[config.mk]
export PLATFORM = sky130hd
export DESIGN_NAME = up_down_ctrl
export DESIGN_NICKNAME = d
export VERILOG_FILES = /design/src/rtl/up_down_ctrl_pkg.sv /design/src/rtl/btn_debounce.sv /design/src/rtl/up_down_ctrl.sv
export SDC_FILE = /design/constraint.sdc
export NUM_CORES = 1
export LEC_CHECK = 0
export CAP_MARGIN = 5
export CORE_AREA = 8 8 45 47
export DETAILED_ROUTE_END_ITERATION = 8
export DIE_AREA = 0 0 53 55
export PLACE_DENSITY = 0.68
export SYNTH_ARGS = -nofsm -noshare
export SYNTH_HDL_FRONTEND = slang
export SYNTH_SLANG_ARGS = --single-unit
[constraint.sdc]
create_clock -name clk -period 2.22 [get_ports clk]
set_input_delay 0.444 -clock clk [delete_from_list [all_inputs] [get_ports clk]]
set_output_delay 0.444 -clock clk [all_outputs]
set_load 0.02 [all_outputs]
[src/rtl/up_down_ctrl_pkg.sv]
// Shared types and constants for the direction controller that sits in front
// of the up/down counter.
package up_down_ctrl_pkg;

    // Debounce FSM states: idle, qualifying a press, held down, qualifying a release
    typedef enum logic [1:0] {
        IDLE      = 2'd0,
        PRESS_CHK = 2'd1,
        HELD      = 2'd2,
        REL_CHK   = 2'd3
    } db_state_t;

    // Direction encoding as seen by the counter
    localparam logic UP   = 1'b1;
    localparam logic DOWN = 1'b0;

    // Counter width the controller is normally paired with, and its top value
    localparam int DEFAULT_CNT_W = 4;
    localparam int CNT_MAX       = (1 << DEFAULT_CNT_W) - 1;

    // Largest count value for an arbitrary counter width
    function automatic int cnt_max_of(input int width);
        return (1 << width) - 1;
    endfunction

endpackage

[src/rtl/btn_debounce.sv]
// Two-flop synchroniser plus debounce FSM for a raw, bouncing push-button.
// Produces a single-cycle registered accept pulse once per debounced press;
// a further press is only recognised after a fully debounced release.
module btn_debounce
    import up_down_ctrl_pkg::*;
#(
    parameter int DEBOUNCE_CYCLES = 16
) (
    input  logic clk,
    input  logic reset,
    input  logic btn_raw,
    output logic accept
);

    localparam int            CW        = $clog2(DEBOUNCE_CYCLES + 1);
    localparam logic [CW-1:0] CNT_LIMIT = CW'(DEBOUNCE_CYCLES);
    localparam logic [CW-1:0] CNT_ONE   = CW'(1);

    logic          sync_meta;
    logic          sync_out;
    db_state_t     state;
    db_state_t     state_nxt;
    logic [CW-1:0] db_cnt;
    logic [CW-1:0] db_cnt_nxt;
    logic [CW-1:0] db_cnt_inc;
    logic          accept_nxt;

    // The debounce count holds at its limit instead of wrapping
    assign db_cnt_inc = (db_cnt == CNT_LIMIT) ? db_cnt : db_cnt + CNT_ONE;

    // Bring the asynchronous button into the clock domain
    always_ff @(posedge clk or negedge reset) begin
        if (!reset) begin
            sync_meta <= 1'b0;
            sync_out  <= 1'b0;
        end else begin
            sync_meta <= btn_raw;
            sync_out  <= sync_meta;
        end
    end

    // State, debounce count and accept pulse registers
    always_ff @(posedge clk or negedge reset) begin
        if (!reset) begin
            state  <= IDLE;
            db_cnt <= '0;
            accept <= 1'b0;
        end else begin
            state  <= state_nxt;
            db_cnt <= db_cnt_nxt;
            accept <= accept_nxt;
        end
    end

    // Next state: any sample disagreeing with the level being qualified restarts it
    always_comb begin
        state_nxt  = state;
        db_cnt_nxt = db_cnt;
        unique case (state)
            IDLE: begin
                if (sync_out) begin
                    state_nxt  = PRESS_CHK;
                    db_cnt_nxt = CNT_ONE;
                end
            end
            PRESS_CHK: begin
                if (sync_out) begin
                    db_cnt_nxt = db_cnt_inc;
                    if (db_cnt_inc == CNT_LIMIT) begin
                        state_nxt = HELD;
                    end
                end else begin
                    state_nxt  = IDLE;
                    db_cnt_nxt = '0;
                end
            end
            HELD: begin
                if (!sync_out) begin
                    state_nxt  = REL_CHK;
                    db_cnt_nxt = CNT_ONE;
                end
            end
            REL_CHK: begin
                if (!sync_out) begin
                    db_cnt_nxt = db_cnt_inc;
                    if (db_cnt_inc == CNT_LIMIT) begin
                        state_nxt = IDLE;
                    end
                end else begin
                    state_nxt  = HELD;
                    db_cnt_nxt = '0;
                end
            end
            default: begin
                state_nxt  = IDLE;
                db_cnt_nxt = '0;
            end
        endcase
    end

    // Accept fires only on the step from press qualification into HELD
    always_comb begin
        accept_nxt = (state == PRESS_CHK) && (state_nxt == HELD);
    end

endmodule

[src/rtl/up_down_ctrl.sv]
// Direction controller for the 4-bit up/down counter. A debounced press of
// dir_btn toggles up_down and pulses dir_chg for one cycle.
// Build option UP_DOWN_CTRL_AUTO_REVERSE_EN: also watch the counter's count
// and turn around one step before each end of the range, so the counter
// ping-pongs between 0 and its maximum; a reversal overrides a coincident
// button toggle. Without the option, count is ignored.
module up_down_ctrl
    import up_down_ctrl_pkg::*;
#(
    parameter int DEBOUNCE_CYCLES = 16,
    parameter int CNT_W           = 4
) (
    input  logic             clk,
    input  logic             reset,
    input  logic             dir_btn,
    input  logic [CNT_W-1:0] count,
    output logic             up_down,
    output logic             dir_chg
);

    logic btn_accept;
    logic up_down_nxt;
    logic dir_chg_nxt;

    btn_debounce #(
        .DEBOUNCE_CYCLES(DEBOUNCE_CYCLES)
    ) u_btn_debounce (
        .clk    (clk),
        .reset  (reset),
        .btn_raw(dir_btn),
        .accept (btn_accept)
    );

`ifdef UP_DOWN_CTRL_AUTO_REVERSE_EN
    localparam logic [CNT_W-1:0] TURN_DOWN_AT = CNT_W'(cnt_max_of(CNT_W) - 1);
    localparam logic [CNT_W-1:0] TURN_UP_AT   = CNT_W'(1);

    logic rev_down;
    logic rev_up;

    assign rev_down = (up_down == UP)   && (count == TURN_DOWN_AT);
    assign rev_up   = (up_down == DOWN) && (count == TURN_UP_AT);

    // End-of-range reversal takes priority over the button toggle
    always_comb begin
        up_down_nxt = up_down;
        dir_chg_nxt = 1'b0;
        if (rev_down) begin
            up_down_nxt = DOWN;
            dir_chg_nxt = 1'b1;
        end else if (rev_up) begin
            up_down_nxt = UP;
            dir_chg_nxt = 1'b1;
        end else if (btn_accept) begin
            up_down_nxt = ~up_down;
            dir_chg_nxt = 1'b1;
        end
    end
`else
    logic unused_count;
    assign unused_count = ^count;

    // Direction flips only on a debounced button press
    always_comb begin
        up_down_nxt = up_down;
        dir_chg_nxt = 1'b0;
        if (btn_accept) begin
            up_down_nxt = ~up_down;
            dir_chg_nxt = 1'b1;
        end
    end
`endif

    // Registered outputs keep the direction glitch-free to the counter
    always_ff @(posedge clk or negedge reset) begin
        if (!reset) begin
            up_down <= UP;
            dir_chg <= 1'b0;
        end else begin
            up_down <= up_down_nxt;
            dir_chg <= dir_chg_nxt;
        end
    end

endmodule

==> impl_metrics.toml <==
[run_status]
status = "completed"

[global_routing]
grtUsageTotal_pct = 9.44
grt_overflow = 0
grt_pass1_wl_mm = 1.88
grt_max_degree = 13
antenna_found_initial = 0
grt_pass1_vias = 430

[placed_design]
portBuffers = 4
place_ws_ps = 367
gp_congestion = 0.728
hpwlAfterDp_um = 830

[critical_path]
worst_ep_arrival_time_ps = 1420
cp_num_buf_inv = 1
crit_type = "flop to primary output"
endpoint_kind = "primary output"
ff2ff_setup_slack_ps = 360
critical_path_required_ps = 1780
r2r-end = "u_btn_debounce.state[1]$_DFF_PN0_"
worstPathCellList = "clkdlybuf4s50_1"
crit_slowest_cell = "clkdlybuf4s50_1"
critPathTopFamily = "buffers and inverters"
start_kind = "flop"
critical_path.max_stage_delay_ps = 600
worst-path-max-fanout = 2
ff2ff_path_depth = 6
reg2reg_from = "u_btn_debounce.db_cnt[0]$_DFFE_PN0P_"

[logic_synthesis]
ys_seq_area_share_pct = 50.7
postSynthAreaPerCell_um2 = 11.7
netlist_instances = 51
yosys_warnings = 0
synth_area_um2 = 594
synth-edff-count = 0
async_flop_share_pct = 100
synth_nets = 60
ys_seq_elements = 12
ys_types = 23
synth_ff_type = "dfrtp_1"

[clock_tree]
cts_hold_buf = 0
cts.repair.resized = 0
root_buffer = "clkbuf_4"
clkLatencyLatePin_ps = 270
cts_tree = "done"
cts.sinks = 12
cts-htree-levels = 1
cts_setup_buffers = 0
cts_buffers = 3
cts_buffer_depth = 2
clk_pin_slew_ps = 70

[sta]
fin_skew_ps = 2.70
final_max_slew_viol_count = 0
fmax_mhz = 536
period_share_pct = 84.0
setup_tns_ps = 0
grt_setup_unrepaired = "no"
hold_slack_ps = 352
finalSetupViolCount = 0
finalHoldViolCount = 0
worstMarginPinSlew_ps = 530
timing.slew.headroom_pct = 64.6
finalCriticalPeriod_ps = 1860
fin_ws_ps = 356

[floorplan]
ios = 9
die-height_um = 55
die_w_um = 53
die_area_mm2 = 0.00292
core_area_mm2 = 0.00138
fp-row-count = 14
initial_core_util_pct = 42.9

[drt]
via_count = 402
avgRoutedWirePerCell_um = 14.9
drt-pass1-iter-count = 2
drt_wl_total_mm = 1.12
via_per_inst = 5.36
postRouteAntennaNets = 0
drc = 0
drt_iter0_drc = 1

[finish]
n_fill_cell = 120
final_nets = 69
multi_input_area_um2 = 285
mostFrequentLayoutCell = "dfrtp_1"
final_cell_mix = "11 x dfrtp_1, 5 x nand2_1, 4 x nand2b_1, 4 x clkdlybuf4s50_1"
drive_gt1_share_pct = 15.3
area_growth_pct = 16.2
num_antenna_cells = 0
register_area_um2 = 302

[hold_path]
hold_depth = 0
hold_start = "u_btn_debounce.sync_meta$_DFF_PN0_"
hold_end = "u_btn_debounce.sync_out$_DFF_PN0_"
hold_class = "flop to flop"

[power_and_ir_drop]
powerDensity_mw_per_mm2 = 646
irDropWorstVdd_mv = 0.483
p_leak_uw = 0.000303

[run]
drv_cap = 0
[stage by stage]
stage	total power, uW	util, %	instance area (um2)	cells
3_3_place_gp	279	47.3	654	71
6_report	446	49.9	691	75
5_1_grt	469	49.9	691	75
3_5_place_dp	281	47.3	654	71
4_1_cts	454	49.9	691	75
2_1_floorplan	265	-	594	51
[sequential cells by signal, summed over array words and instances, names as in the netlist]
name	flops
u_btn_debounce.sync_out	1
dir_chg	1
u_btn_debounce.sync_meta	1
u_btn_debounce.db_cnt	5
up_down	1
u_btn_debounce.accept	1
u_btn_debounce.state	2
[cell type report]
cell class / count / area share [%]
sequential: 12 / 43.7
inverter: 2 / 1.09
clock buffer: 4 / 5.25
multi-input combinational: 37 / 41.3
tap: 16 / 2.90
timing repair buffer: 4 / 5.80
[cell families after synthesis]
group | share of synthesized area (%)
AOI/OAI and AO/OA | 13.1
xor gates and xnor gates | 4.42
buffers and inverters | 1.26
muxes | 4.21
and+or+nand+nor | 22.1
adders and majority gates | 4.21
DFF | 50.7
[synthesized netlist by cell type (all sizes together), types with 2 or more instances]
cell     number  area (um2)
dfrtp        11         275
nand2b        4        25.0
inv           2        7.51
o21ai         5        25.0
nand2         5        18.8
xnor2         2        17.5
ha            2        25.0
nor2b         3        18.8
nand4b        2        23.8
and3          2        12.5
o2bb2ai       3        26.3
[worst max path at each step]
stage	start	endpoint	slack, ps	cells after the start
floorplan	u_btn_debounce.db_cnt[0]$_DFFE_PN0P_	u_btn_debounce.state[1]$_DFF_PN0_	510	6
global placement	u_btn_debounce.db_cnt[0]$_DFFE_PN0P_	u_btn_debounce.state[1]$_DFF_PN0_	350	6
detailed placement	u_btn_debounce.db_cnt[0]$_DFFE_PN0P_	u_btn_debounce.state[1]$_DFF_PN0_	370	6
CTS	up_down$_DFFE_PN1P_	up_down	330	1
global route	u_btn_debounce.db_cnt[0]$_DFFE_PN0P_	u_btn_debounce.state[1]$_DFF_PN0_	240	6
finish	up_down$_DFFE_PN1P_	up_down	360	1
[metal layers]
metal  vias up  share of wire [%]  track usage, %
met5         -                  0               0
met4         0                2.7            8.62
met3         4                6.7            5.35
met2         7                 50            14.5
met1       192                 41            8.92
li1        199                  -               -
[power breakdown]
| group | internal, uW | switching [uW] | leakage (uW) |
|---|---|---|---|
| clock | 99.8 | 70.0 | 0.0000210 |
| sequential | 226 | 8.36 | 0.000154 |
| combinational | 19.8 | 22.5 | 0.000128 |
No activity file was read; power rests on OpenSTA's default activity.
